### src/rtl/cordic_seq_ctrl.sv
// -----------------------------------------------------------------------------
// cordic_seq_ctrl
// Sequencer for the shared single-stage iterative CORDIC rotator.
//
// Takes one IEEE-754 single-precision angle (radians) per transaction. The angle
// is converted to signed fixed point INTS.FRACS and loaded into the datapath.
// The datapath is then stepped through ITER micro-rotations. Its result is
// captured and held on a valid/ready output until the consumer takes it.
//
// Ports
//   clk         in   1        clock, rising edge
//   rst         in   1        synchronous reset, active-high
//   in_valid    in   1        angle request valid
//   in_angle    in   32       IEEE-754 single angle
//   in_ready    out  1        controller can accept an angle (IDLE only)
//   dp_load     out  1        load datapath with dp_z0 and initial x/y
//   dp_z0       out  WIDTH    two's-complement fixed-point angle
//   dp_en       out  1        perform one micro-rotation this cycle
//   dp_iter     out  CW       current micro-rotation index
//   dp_result   in   WIDTH+3  datapath result, valid the cycle after last dp_en
//   out_valid   out  1        result valid
//   out_result  out  WIDTH+3  captured result
//   out_err     out  1        input angle was out of range (saturated)
//   out_ready   in   1        consumer accepts result
//
// States
//   state | meaning
//   IDLE  | waiting for an angle, in_ready high
//   CONV  | present converted angle, pulse dp_load
//   RUN   | ITER cycles of dp_en, dp_iter = count
//   CAPT  | datapath result settles, captured at end of cycle
//   DONE  | out_valid held until out_ready
// -----------------------------------------------------------------------------
module cordic_seq_ctrl #(
  parameter int INTS  = 1,
  parameter int FRACS = 21,
  parameter int ITER  = 16,
  parameter int WIDTH = INTS + FRACS + 1,
  parameter int CW    = $clog2(ITER)
) (
  input  logic             clk,
  input  logic             rst,
  input  logic             in_valid,
  input  logic [31:0]      in_angle,
  output logic             in_ready,
  output logic             dp_load,
  output logic [WIDTH-1:0] dp_z0,
  output logic             dp_en,
  output logic [CW-1:0]    dp_iter,
  input  logic [WIDTH+2:0] dp_result,
  output logic             out_valid,
  output logic [WIDTH+2:0] out_result,
  output logic             out_err,
  input  logic             out_ready
);

  localparam int MW = INTS + FRACS;
  localparam logic [MW-1:0] MAG_MAX = '1;

  typedef enum logic [2:0] {
    IDLE = 3'd0,
    CONV = 3'd1,
    RUN  = 3'd2,
    CAPT = 3'd3,
    DONE = 3'd4
  } stateT;

  stateT state;
  stateT stateNext;

  logic [31:0]      angleReg;
  logic [CW-1:0]    count;
  logic [WIDTH-1:0] z0Reg;
  logic             errPend;
  logic [WIDTH+2:0] resultReg;
  logic             errReg;
  logic             inReadyReg;

  logic             accept;
  logic             lastIter;

  // float -> fixed conversion
  logic [7:0]       rawExp;
  logic [23:0]      mant;
  int               expVal;
  int               shiftAmt;
  logic [MW-1:0]    convMag;
  logic [WIDTH-1:0] convZ0;
  logic             convErr;

  assign accept   = (state == IDLE) && in_valid && inReadyReg;
  assign lastIter = (count == CW'(ITER - 1));

  assign rawExp = angleReg[30:23];
  assign mant   = {1'b1, angleReg[22:0]};

  always_comb begin
    convMag  = '0;
    convErr  = 1'b0;
    expVal   = int'(rawExp) - 127;
    // bit position of the mantissa LSB relative to the fixed-point LSB
    shiftAmt = expVal + FRACS - 23;
    if (rawExp == 8'd0) begin
      convMag = '0;
    end else if ((rawExp == 8'hFF) || (expVal >= INTS)) begin
      convMag = MAG_MAX;
      convErr = 1'b1;
    end else if (expVal < -FRACS) begin
      convMag = '0;
    end else if (shiftAmt >= 0) begin
      convMag = MW'(mant) << shiftAmt;
    end else begin
      // right shift truncates toward zero on the magnitude
      convMag = MW'(mant >> (-shiftAmt));
    end
    convZ0 = angleReg[31] ? -WIDTH'({1'b0, convMag}) : WIDTH'({1'b0, convMag});
  end

  always_ff @(posedge clk) begin
    if (rst) begin
      state <= IDLE;
    end else begin
      state <= stateNext;
    end
  end

  always_comb begin
    stateNext = state;
    dp_load   = 1'b0;
    dp_en     = 1'b0;
    dp_iter   = '0;
    out_valid = 1'b0;
    dp_z0     = z0Reg;
    case (state)
      IDLE: begin
        if (accept) stateNext = CONV;
      end
      CONV: begin
        dp_load   = 1'b1;
        dp_z0     = convZ0;
        stateNext = RUN;
      end
      RUN: begin
        dp_en   = 1'b1;
        dp_iter = count;
        if (lastIter) stateNext = CAPT;
      end
      CAPT: begin
        stateNext = DONE;
      end
      DONE: begin
        out_valid = 1'b1;
        if (out_ready) stateNext = IDLE;
      end
      default: begin
        stateNext = IDLE;
      end
    endcase
  end

  // in_ready is registered so it reads 0 in the cycle right after reset,
  // then follows "next state is IDLE".
  always_ff @(posedge clk) begin
    if (rst) begin
      angleReg   <= '0;
      count      <= '0;
      z0Reg      <= '0;
      errPend    <= 1'b0;
      resultReg  <= '0;
      errReg     <= 1'b0;
      inReadyReg <= 1'b0;
    end else begin
      inReadyReg <= (stateNext == IDLE);
      if (accept) angleReg <= in_angle;
      if (state == CONV) begin
        z0Reg   <= convZ0;
        errPend <= convErr;
      end
      if (state == RUN) begin
        count <= lastIter ? '0 : count + CW'(1);
      end else begin
        count <= '0;
      end
      if (state == CAPT) begin
        resultReg <= dp_result;
        errReg    <= errPend;
      end
    end
  end

  assign in_ready   = inReadyReg;
  assign out_result = resultReg;
  assign out_err    = errReg;

endmodule

### config.mk
export PLATFORM = sky130hd
export DESIGN_NAME = cordic_seq_ctrl
export DESIGN_NICKNAME = d
export VERILOG_FILES = /design/src/rtl/cordic_seq_ctrl.sv
export SDC_FILE = /design/constraint.sdc
export NUM_CORES = 1
export LEC_CHECK = 0
export CAP_MARGIN = 20
export CORE_UTILIZATION = 38
export DETAILED_ROUTE_END_ITERATION = 7
export PLACE_DENSITY_LB_ADDON = 0.05
export SYNTH_ARGS = -nofsm -noshare
export SYNTH_HDL_FRONTEND = slang
export SYNTH_SLANG_ARGS = --single-unit
export TNS_END_PERCENT = 5
### constraint.sdc
create_clock -name clk -period 18.7 [get_ports clk]
set_clock_uncertainty 0.2 [all_clocks]
set_input_delay 1.87 -clock clk [delete_from_list [all_inputs] [get_ports clk]]
set_output_delay 1.87 -clock clk [all_outputs]
set_load 0.02 [all_outputs]
# Word level (Yosys, flattened, before mapping)

Index checks and enable logic that the tools add are counted.

Bits in registers: 91
Input port bits: 62
Output and inout port bits: 58
Logic and storage cells: 49

Add/subtract/negate cells: 6
Order comparisons: 3
Equality and inequality tests: 6
Shifts and indexed selects: 2
Multiplexer cells: 16
Bitwise operators: 1
Reduce and logical (&&, ||, !) cells: 7

Operator list:

| operator                | number |
|---|---|
| $mux W22                | 4 |
| $mux W23                | 2 |
| $neg A11 Y32            | 1 |
| $shl A22 B32 Y22        | 1 |
| $shr A24 B32 Y22        | 1 |
| $neg A22 Y23            | 1 |
| $pmux W3 S5             | 1 |
| $ge A11 B1 Y1 const B   | 1 |
| $sub A10 B6 Y11 const B | 1 |
| $add A9 B6 Y10 const B  | 1 |
| $ge A9 B2 Y1 const B    | 1 |
| $lt A9 B6 Y1 const B    | 1 |
| $mux W3                 | 3 |
| $sub A8 B7 Y9 const B   | 1 |
| $eq A8 B8 Y1 const B    | 1 |
| $logic_not A8 Y1        | 1 |
| $eq A3 B2 Y1 const B    | 2 |
| $logic_not A3 Y1        | 2 |
| $mux W1                 | 5 |
| $add A4 B1 Y4 const B   | 1 |
| $eq A4 B4 Y1 const B    | 1 |
| $mux W4                 | 1 |
| $eq A3 B1 Y1 const B    | 1 |
| $eq A3 B3 Y1 const B    | 1 |
| 4 further kinds         | 5 |

# Depth between registers and ports, before layout

Gate-level depths: netlist of the first run.

Depth in word-level cells: 12
Mapped depth: 32

# Worst setup path before layout of the first run

Ideal clock, no wire load.

Path type: register to output
Start point: register angleReg[23]
End point: output dp_z0[4]
Arrival: 7.108 ns
Data required time: 16.630 ns
Path slack: 9.522 ns
Cell stages (with the launch flop): 31
Buffers on the path: 7
Path through: dfxtp_1 > buf_2 > inv_1 > buf_1 > buf_1 > ha_1 > clkbuf_1 > buf_2 > inv_1 > ha_1 > buf_2 > o21ai_0 > a211oi_2 > mux2i_2 > or2_2 > or3_1 > ha_1 > or4b_2 > nor4_1 > inv_1 > nor2_1 > a2bb2oi_1 > a21o_1 > buf_4 > a22oi_2 > nand2b_1 > ha_1 > inv_1 > o21ai_0 > xnor2_1 > o21ai_0

Longest elaborated chain between the ends: 12

Ends and longest elaborated chain:

| element                  | line | RTL |
|---|---|---|
| start: declaration       | 71   | `logic [31:0] angleReg;` |
| start signal: assignment | 174  | `if (accept) angleReg <= in_angle;` |
| $sub A8 B7 Y9            | 100  | `expVal = int'(rawExp) - 127;` |
| $add A9 B6 Y10           | 102  | `shiftAmt = expVal + FRACS - 23;` |
| $sub A10 B6 Y11          | 102  |  |
| $neg A11 Y32             | 114  | `convMag = MW'(mant >> (-shiftAmt));` |
| $shr A24 B32 Y22         | 114  |  |
| $mux W22                 | 110  | `end else if (shiftAmt >= 0) begin` |
| $mux W22                 | 108  | `end else if (expVal < -FRACS) begin` |
| $mux W22                 | 105  | `end else if ((rawExp == 8'hFF) \|\| (expVal >= INTS)) begin` |
| $mux W22 (*)             | 103  | `if (rawExp == 8'd0) begin` |
| $neg A22 Y23             | 116  | `convZ0 = angleReg[31] ? -WIDTH'({1'b0, convMag}) : WIDTH'({1'b0, convMag});` |
| $mux W23 (*)             | 116  |  |
| $mux W23 (*)             | 134  | `case (state)` |
| end: declaration         | 47   | `output logic [WIDTH-1:0] dp_z0,` |

Every way passes the cells marked *; elsewhere a longest branch is shown, timed or not.

# Final worst setup path of the first run

Start point: register angleReg[23]
End point: output dp_z0[22]

Longest elaborated chain between the ends: 12

Ends and longest elaborated chain:

| element          | line |
|---|---|
| $sub A8 B7 Y9    | 100 |
| $add A9 B6 Y10   | 102 |
| $sub A10 B6 Y11  | 102 |
| $neg A11 Y32     | 114 |
| $shr A24 B32 Y22 | 114 |
| $mux W22         | 110 |
| $mux W22         | 108 |
| $mux W22         | 105 |
| $mux W22 (*)     | 103 |
| $neg A22 Y23 (*) | 116 |
| $mux W23 (*)     | 116 |
| $mux W23 (*)     | 134 |

Marks and branches as above.

==> results.sh, run 1 <==
export IMPL_status="finished clean"
export IMPL_slew_violations=0
export IMPL_cp_data_required_time_ns=16.63
export IMPL_drv_cap=0
export IMPL_async_flop_share_pct=0
export IMPL_drt_pass1_iter_count=5
export IMPL_dp_cells=1339
export IMPL_hold_violations=0
export IMPL_synthToLayoutAreaGrowth_pct=21.6
export IMPL_grt_pass1_vias=7090
export IMPL_die_h_um=143
export IMPL_powerDensity_mw_per_mm2=68.1
export IMPL_cts_max_path_buffers=2
export IMPL_layout_commonest_cell="nand2_1"
export IMPL_period_share_pct=60.3
export IMPL_place_hpwl_um=17200
export IMPL_wire_per_inst_um=17.5
export IMPL_final_cell_mix="199 x nand2_1, 118 x clkdlybuf4s50_1, 96 x a21oi_1, 90 x dfxtp_1, 70 x nor2_1"
export IMPL_max_freq_mhz=88.7
export IMPL_combPwrFrac_pct=36.4
export IMPL_synth_fp_nets=1097
export IMPL_timing_final_ws_setup_ns=7.42
export IMPL_clk_latency_ns=0.36
export IMPL_final_core_util_pct=47.2
export IMPL_p_int_mw=0.382
export IMPL_first_iter_violations=708
export IMPL_grt_start_max_net_pins=85
export IMPL_io_buffers=119
export IMPL_yosysWarnings=0
export IMPL_cts_made_buffers=9
export IMPL_slew_headroom_pct=31.3
export IMPL_pwr_share_seq_pct=33.7
export IMPL_wirelength_um=23700
export IMPL_timing_hold_ws_ns=0.253
export IMPL_peakVddDrop_mv=0.0477
export IMPL_cts_tree="done"
export IMPL_arrival_ns=9.21
export IMPL_worst_pin_slew_ns=1.03
export IMPL_instances_no_fill=1356
export IMPL_power_net_switching_mw=0.244
export IMPL_post_place_ws_ns=7.86
export IMPL_pwr_share_clk_pct=30.0
export IMPL_synth_edf_count=0
export IMPL_die_area_mm2=0.0205
export IMPL_drive_above_1_share_pct=7.79
export IMPL_placed_cell_area_mm2=0.00887
export IMPL_netlist_area_mm2=0.00756
export IMPL_die_w_um=143
export IMPL_rows=51
export IMPL_worstHoldPathType="flop to flop"
export IMPL_setup_viol=0
export IMPL_cp_start_kind="flop"
export IMPL_num_vias=7703
export IMPL_core_area_mm2=0.0195
export IMPL_clkTransAtPathRegs_ns=0.07
export IMPL_fin_tns_setup_ns=0
export IMPL_ys_types=87
export IMPL_rsz0062_at_grt="false"
export IMPL_initial_core_util_pct=38.8
export IMPL_p_sw_share_pct=38.9
export IMPL_syn_avg_cell_area_um2=7.42
export IMPL_synth_seq_cells=91
export IMPL_io_pins=120
export IMPL_final_nets=1164
export IMPL_grt_total_usage_pct=23.9
export IMPL_critPathMaxFanout=62
export IMPL_synth_cells=1019
export IMPL_ant_nets=0
export IMPL_seq_area_frac_synth_pct=24.1
export IMPL_worstSetupPathType="flop to output pin"
export IMPL_cts_resized=0
export IMPL_min_period_ns=11.28
export IMPL_holdBufCountCts=0
export IMPL_power_mw=0.626
export IMPL_clock_sinks=91
export IMPL_gr_total_overflow=0
export IMPL_grt_pass1_wl_um=38500
export IMPL_endpoint_kind="output pin"
export IMPL_grt_antenna_before_repair=0
export IMPL_viasPerCell=5.68
export IMPL_final_area_mm2=0.00919
export IMPL_n_antenna_cell=0
export IMPL_cts_root_buf="clkbuf_16"
export IMPL_drc=0
export IMPL_globalplace_congestion=0.892
export IMPL_synthFlopType="dfxtp_1"
export IMPL_cts_max_level=3
export IMPL_p_leak_nw=3.25
export IMPL_post_cts_buffers=0
==> cells by family after synthesis <==
| logic type | Yosys count | synth area share (%) |
|---|---|---|
| compound gates | 285 | 25.0 |
| xor+xnor | 27 | 3.43 |
| fa+ha+maj | 16 | 2.65 |
| buf+inv | 91 | 4.88 |
| flops | 91 | 24.1 |
| mux | 75 | 12.5 |
| simple gates | 434 | 27.4 |
==> flip-flops by register name, summed over array words and instances, names as in the netlist <==
signal / flops
in_ready: 1
out_err: 1
count: 4
angleReg: 32
errPend: 1
out_result: 26
state: 3
z0Reg: 23
==> synthesized netlist by cell type, drive strengths merged, types with 11 or more instances <==
cell type / instances / area share, %
buf: 28 / 1.8
dfxtp: 91 / 24
mux2i: 51 / 6.8
nor2: 71 / 3.6
o21ai: 50 / 3.3
a211oi: 15 / 1.6
mux4: 14 / 4.2
a31oi: 19 / 1.7
ha: 16 / 2.6
xnor2: 18 / 2.2
clkbuf: 46 / 2.3
and3: 11 / 0.91
inv: 17 / 0.84
nor3: 28 / 2.0
and2: 17 / 1.4
nand3: 32 / 2.3
a21oi: 97 / 6.5
nand2: 199 / 9.9
==> worst max-delay path, stage by stage (launching register included) <==
cell and delay [ns]:
dfxtp_2 0.31, buf_4 0.54, inv_1 0.61, ha_2 0.51
buf_4 0.49, inv_1 0.26, ha_1 0.39, xor2_1 0.19
a221oi_1 0.29, o22ai_1 0.14, o32a_4 0.26, nor2_1 0.36
nand4_1 0.15, ha_1 0.22, or4b_2 0.66, nor4_1 0.60
inv_1 0.12, nor2_1 0.12, a2bb2oi_1 0.11, a2111oi_0 0.42
o22ai_1 0.16, nand2b_1 0.22, ha_1 0.26, nand4b_4 0.16
nor3_1 0.14, a31oi_1 0.36, or2_2 0.17, clkdlybuf4s50_1 0.59
==> path summary, 6_finish.rpt <==
| path | slack [ns] | depth (start not counted) | endpoint | start |
|---|---|---|---|---|
| max | 7.42 | 27 | dp_z0[22] | angleReg[23] |
| min | 0.25 | 2 | out_result[20] | out_result[20] |
| max reg2reg | 10.16 | 24 | z0Reg[9] | angleReg[23] |
| min reg2reg | 0.25 | 2 | out_result[20] | out_result[20] |
==> power groups by stage <==
| stage | logic [mW] | clock network (mW) | registers (mW) |
|---|---|---|---|
| 3_3_place_gp | 0.224 | 0 | 0.215 |
| 3_5_place_dp | 0.223 | 0 | 0.215 |
| 6_report | 0.227 | 0.188 | 0.211 |
| 4_1_cts | 0.224 | 0.196 | 0.210 |
| 5_1_grt | 0.248 | 0.203 | 0.212 |
| 2_1_floorplan | 0.163 | 0 | 0.209 |
==> metal layers <==
layer  vias to the layer above  track usage (%)  wire length (um)
met5                         -                0                 0
met4                         0             7.13               511
met3                        34             4.56              1260
met2                       223             36.6             10200
met1                      3597             33.7             11700
li1                       3849                -                 -
==> area by class of cell <==
| type | instances | area (um^2) |
|---|---|---|
| tap | 265 | 332 |
| inverter | 17 | 63.8 |
| sequential | 91 | 1820 |
| clock buffer | 9 | 225 |
| timing repair buffer | 130 | 1280 |
| fill | 1980 | 10300 |
| clock inverter | 7 | 81.3 |
| multi-input combinational | 837 | 5390 |
Note: power is estimated with default switching activity, not from simulation.
==> run 2: changes to the inputs <==
==> constraint.sdc (replaced) <==
create_clock -name clk -period 11.5 [get_ports clk]
set_clock_uncertainty 0.2 [all_clocks]
set_input_delay 1.15 -clock clk [delete_from_list [all_inputs] [get_ports clk]]
set_output_delay 1.15 -clock clk [all_outputs]
set_load 0.02 [all_outputs]
==> run 2 against run 1 <==
  * Non-clock buffer count up 1
  * Sequential power rose by 62%
  * Sequential share of layout area hardly changed
  * Cell count unchanged
  * Via count is 0.34% lower
  * Global-route usage shrank 0.18 points
  * Largest cell class unchanged
  * Hold slack worse by 0.0021 ns
  * Critical path type unchanged
==> results.sh, run 2 (synthesis results as in run 1) <==
export IMPL_regToRegSetupSlack_ns=3.91
export IMPL_instances_no_fill=1356
export IMPL_final_area_mm2=0.00920
export IMPL_num_vias=7677
export IMPL_initial_core_util_pct=38.8
export IMPL_grt_pass1_wl_um=38000
export IMPL_worstHoldPathType="flop to flop"
export IMPL_core_area_mm2=0.0195
export IMPL_viasPerCell=5.66
export IMPL_wirelength_um=23600
export IMPL_drive_above_1_share_pct=7.79
export IMPL_period_share_pct=83.7
export IMPL_worstSetupPathType="flop to output pin"
export IMPL_endpoint_kind="output pin"
export IMPL_largest_reg_flops=32
export IMPL_grt_start_max_net_pins=85
export IMPL_hold_depth=2
export IMPL_ant_nets=0
export IMPL_timing_hold_ws_ns=0.251
export IMPL_worstRegToRegCells=21
export IMPL_grt_antenna_before_repair=0
export IMPL_rsz0062_at_grt="false"
export IMPL_synthToLayoutAreaGrowth_pct=21.7
export IMPL_first_iter_violations=739
export IMPL_dp_cells=1340
export IMPL_cp_start_kind="flop"
export IMPL_clk_latency_ns=0.36
export IMPL_cts_made_buffers=9
export IMPL_clock_sinks=91
export IMPL_grt_pass1_vias=7003
export IMPL_status="finished clean"
export IMPL_cts_max_level=3
export IMPL_drv_cap=0
export IMPL_cts_max_path_buffers=2
export IMPL_slew_headroom_pct=32.8
export IMPL_hold_violations=0
export IMPL_powerDensity_mw_per_mm2=114
export IMPL_clkTransAtPathRegs_ns=0.07
export IMPL_post_place_ws_ns=2.34
export IMPL_wire_per_inst_um=17.4
export IMPL_drt_pass1_iter_count=7
export IMPL_top_register="angleReg"
export IMPL_max_freq_mhz=104
export IMPL_grt_total_usage_pct=23.7
export IMPL_placed_cell_area_mm2=0.00886
export IMPL_critPathMaxFanout=61
export IMPL_die_area_mm2=0.0205
export IMPL_n_antenna_cell=0
export IMPL_cts_tree="done"
export IMPL_die_h_um=143
export IMPL_min_period_ns=9.62
export IMPL_cts_root_buf="clkbuf_16"
export IMPL_final_nets=1165
export IMPL_peakVddDrop_mv=0.0792
export IMPL_place_hpwl_um=17000
export IMPL_final_core_util_pct=47.3
export IMPL_power_mw=1.05
export IMPL_rows=51
export IMPL_post_cts_buffers=0
export IMPL_die_w_um=143
export IMPL_holdBufCountCts=0
export IMPL_io_buffers=119
export IMPL_final_cell_mix="199 x nand2_1, 118 x clkdlybuf4s50_1, 96 x a21oi_1, 90 x dfxtp_1, 70 x nor2_1"
export IMPL_globalplace_congestion=0.911
export IMPL_timing_final_ws_setup_ns=1.88
export IMPL_cp_data_required_time_ns=10.15
export IMPL_fin_tns_setup_ns=0
export IMPL_layout_commonest_cell="nand2_1"
export IMPL_worst_pin_slew_ns=1.01
export IMPL_drc=0
export IMPL_gr_total_overflow=0
export IMPL_io_pins=120
export IMPL_p_leak_nw=3.26
export IMPL_arrival_ns=8.27
export IMPL_setup_viol=0
export IMPL_slew_violations=0
export IMPL_cts_resized=0
[run 2: changes by cell type in the layout (fill, tap and decap cells not counted), moves of 2 or more]
cell       change
clkinv_8       -2
bufinv_16      +2
inv_6          +2
clkinv_4       -3
[run 2: power breakdown]
group	switching (mW)	leakage, nW	internal [mW]
clock	0.146	0.154	0.193
combinational	0.227	2.37	0.142
sequential	0.0177	0.737	0.325
total	0.391	3.26	0.660
[run 2: layout make-up]
cell class	count	area [um^2]
Fill cell	1979	10300
Multi-Input combinational cell	837	5380
Sequential cell	91	1820
Timing Repair Buffer	131	1280
Tap cell	265	332
Clock buffer	9	225
Clock inverter	6	96.3
Inverter	17	63.8
[run 2: per-layer routing]
| metal | part of all wire, % | GRT usage, % |
|---|---|---|
| met5 | 0 | 0 |
| met4 | 1.9 | 7.30 |
| met3 | 5.8 | 4.53 |
| met2 | 44 | 36.4 |
| met1 | 48 | 33.3 |
[run 2: path summary, 6_finish.rpt]
check / from / end
min: out_result[19] / out_result[19]
max: angleReg[23] / dp_z0[22]
max reg2reg: angleReg[23] / z0Reg[9]
min reg2reg: out_result[19] / out_result[19]
[run 2: critical path: stages (launching register included)]
cell             delay (ns)
dfxtp_2                0.33
buf_4                  0.55
ha_1                   0.54
xnor2_1                0.24
ha_1                   0.43
o21ai_0                0.23
a211oi_2               0.27
mux2i_2                0.20
nor3_2                 0.53
nand4_1                0.18
ha_1                   0.23
or4b_2                 0.66
nor4_1                 0.62
inv_1                  0.14
nor2_1                 0.12
a2bb2oi_1              0.11
a21o_1                 0.31
a22oi_2                0.33
nand2b_1               0.16
ha_1                   0.28
nand4b_4               0.16
nor3_1                 0.15
a31oi_1                0.37
or2_2                  0.18
clkdlybuf4s50_1        0.59
==> run 3: changes to the inputs <==
==> constraint.sdc (replaced) <==
create_clock -name clk -period 7.77 [get_ports clk]
set_clock_uncertainty 0.2 [all_clocks]
set_input_delay 0.777 -clock clk [delete_from_list [all_inputs] [get_ports clk]]
set_output_delay 0.777 -clock clk [all_outputs]
set_load 0.02 [all_outputs]
==> run 3 against run 2 <==
  * Power grew 49%
  * Critical path depth decreased by 2
  * First-iteration DRC count up 7.3%
  * Largest power group unchanged
  * Via count grew 1.7%
  * Clock power increased by 42%
  * Non-clock buffer count up 23
==> results.sh, run 3 (synthesis results as in run 1) <==
export IMPL_fill_cells=1986
export IMPL_dp_cells=1358
export IMPL_max_freq_mhz=135
export IMPL_grt_start_max_net_pins=85
export IMPL_top_register="angleReg"
export IMPL_slew_violations=0
export IMPL_drv_cap=0
export IMPL_drc=0
export IMPL_placed_cell_area_mm2=0.00903
export IMPL_hold_violations=0
export IMPL_wire_per_inst_um=17.4
export IMPL_viasPerCell=5.66
export IMPL_arrival_ns=6.45
export IMPL_path_buf_inv=3
export IMPL_final_core_util_pct=48.8
export IMPL_synthToLayoutAreaGrowth_pct=25.7
export IMPL_regToRegSetupSlack_ns=1.92
export IMPL_worst_pin_slew_ns=1.01
export IMPL_max_stage_delay_ns=0.60
export IMPL_final_area_mm2=0.00950
export IMPL_worstHoldPathType="flop to flop"
export IMPL_clkTransAtPathRegs_ns=0.08
export IMPL_fin_tns_setup_ns=0
export IMPL_io_pins=120
export IMPL_place_hpwl_um=17400
export IMPL_p_leak_nw=3.49
export IMPL_crit_family="simple AND/OR/NAND/NOR gates"
export IMPL_startpoint="angleReg[23]"
export IMPL_cp_start_kind="flop"
export IMPL_setup_viol=0
export IMPL_hold_depth=2
export IMPL_ant_nets=0
export IMPL_holdBufCountCts=0
export IMPL_die_h_um=143
export IMPL_first_iter_violations=793
export IMPL_worstSetupPathType="flop to output pin"
export IMPL_cts_max_level=3
export IMPL_die_area_mm2=0.0205
export IMPL_critPathMaxFanout=11
export IMPL_die_w_um=143
export IMPL_n_antenna_cell=0
export IMPL_grt_antenna_before_repair=0
export IMPL_cts_max_path_buffers=2
export IMPL_peakVddDrop_mv=0.110
export IMPL_final_cell_mix="198 x nand2_1, 113 x clkdlybuf4s50_1, 95 x a21oi_1, 90 x dfxtp_1, 69 x nor2_1"
export IMPL_critPathCapture="dp_z0[10]"
export IMPL_globalplace_congestion=1.00
export IMPL_reg2reg_from="angleReg[23]"
export IMPL_largest_reg_flops=32
export IMPL_gr_total_overflow=0
export IMPL_drive_above_1_share_pct=11.1
export IMPL_final_nets=1188
export IMPL_min_period_ns=7.42
export IMPL_worstPathCellList="ha_1 > buf_4 > or4_1 > o41ai_1 > a22oi_2 > xnor2_1 > or2_2 > or3_1 > ha_1 > or4b_2 > nor4_4 > inv_1 > nor2_1 > a2bb2oi_1 > a21o_2 > a21oi_1 > o211ai_1 > nand3_1 > or4_1 > or3_1 > nand3_1 > clkdlybuf4s50_1"
export IMPL_slew_headroom_pct=32.4
export IMPL_rows=51
export IMPL_rsz0062_at_grt="true"
export IMPL_core_area_mm2=0.0195
export IMPL_layout_commonest_cell="nand2_1"
export IMPL_clk_latency_ns=0.36
export IMPL_grt_total_usage_pct=23.9
export IMPL_status="finished clean"
export IMPL_grt_pass1_wl_um=38600
export IMPL_cts_tree="done"
export IMPL_instances_no_fill=1380
export IMPL_clock_sinks=91
export IMPL_cts_made_buffers=9
export IMPL_num_vias=7808
export IMPL_grt_pass1_vias=7259
export IMPL_endpoint_kind="output pin"
export IMPL_io_buffers=119
export IMPL_cts_root_buf="clkbuf_16"
export IMPL_worstRegToRegCells=20
export IMPL_period_share_pct=95.5
export IMPL_crit_slowest_cell="or4_1"
export IMPL_reg2reg_to="z0Reg[19]"
export IMPL_cp_data_required_time_ns=6.79
export IMPL_powerDensity_mw_per_mm2=165
export IMPL_wirelength_um=24100
export IMPL_power_mw=1.57
export IMPL_drt_pass1_iter_count=8
export IMPL_initial_core_util_pct=38.8
export IMPL_cp_depth=22
-- run 3: cell count changes in the layout (fill, tap and decap cells not counted), sizes merged --
cell	before	now
inv	20	19
dlymetal6s2s	0	5
buf	13	36
clkinv	0	2
clkdlybuf4s50	118	113
bufinv	2	1
clkinvlp	1	2
-- run 3: how the worst min path moves through the flow --
stage,startpoint,end
floorplan,count[0],count[0]
global placement,out_result[8],out_result[8]
global route,out_result[2],out_result[2]
CTS,out_result[7],out_result[7]
detailed placement,out_result[7],out_result[7]
finish,out_result[7],out_result[7]
-- run 3: through the flow --
| stage | hold slack [ns] | setup WS, ns |
|---|---|---|
| CTS | 0.258 | 0.0384 |
| global placement | 0.241 | 0.295 |
| finish | 0.256 | 0.347 |
| detailed placement | 0.249 | 0.0424 |
| floorplan | 0.226 | 0.0364 |
| global route | 0.278 | -0.0553 |
-- run 3: final cells by class --
cell class,instances,area [um^2],share of cell area [%]
repair buffers,154,1490,15.7
multi-input cells,837,5470,57.6
well taps,265,332,3.49
flip-flops and latches,91,1820,19.2
clock inverters,7,93.8,0.988
inverters,17,67.6,0.711
clock buffers,9,225,2.37
-- run 3: worst register-to-register path: cells and delay by family, from the launching register on --
| family | cells | cell delay [ns] |
|---|---|---|
| adder cells (fa/ha/maj) | 2 | 0.52 |
| AO/OA/AOI/OAI | 5 | 0.99 |
| buffers and inverters | 1 | 0.19 |
| XOR/XNOR | 1 | 0.16 |
| AND/OR/NAND/NOR | 11 | 3.41 |
| flip-flops | 1 | 0.33 |
-- run 3: where the power goes --
| part | total (mW) | internal, mW | leakage [nW] | switching [mW] |
|---|---|---|---|---|
| Clock | 0.483 | 0.259 | 0.153 | 0.224 |
| Sequential | 0.504 | 0.480 | 0.737 | 0.0239 |
| Combinational | 0.582 | 0.230 | 2.60 | 0.352 |
| Total | 1.57 | 0.969 | 3.49 | 0.600 |
-- run 3: timing repair --
| item | CTS | global route |
|---|---|---|
| endpoints found under the setup margin | 16 | 21 |
| resized for setup | 4 | 20 |
| pin swaps | 1 | 3 |
| setup buffers | 1 | 4 |
-- run 3: per-layer routing --
| metal | part of all wire [%] | GRT usage, % |
|---|---|---|
| met1 | 48 | 33.6 |
| met2 | 43 | 35.8 |
| met3 | 6.1 | 4.46 |
| met4 | 3.0 | 9.17 |
| met5 | 0 | 0 |
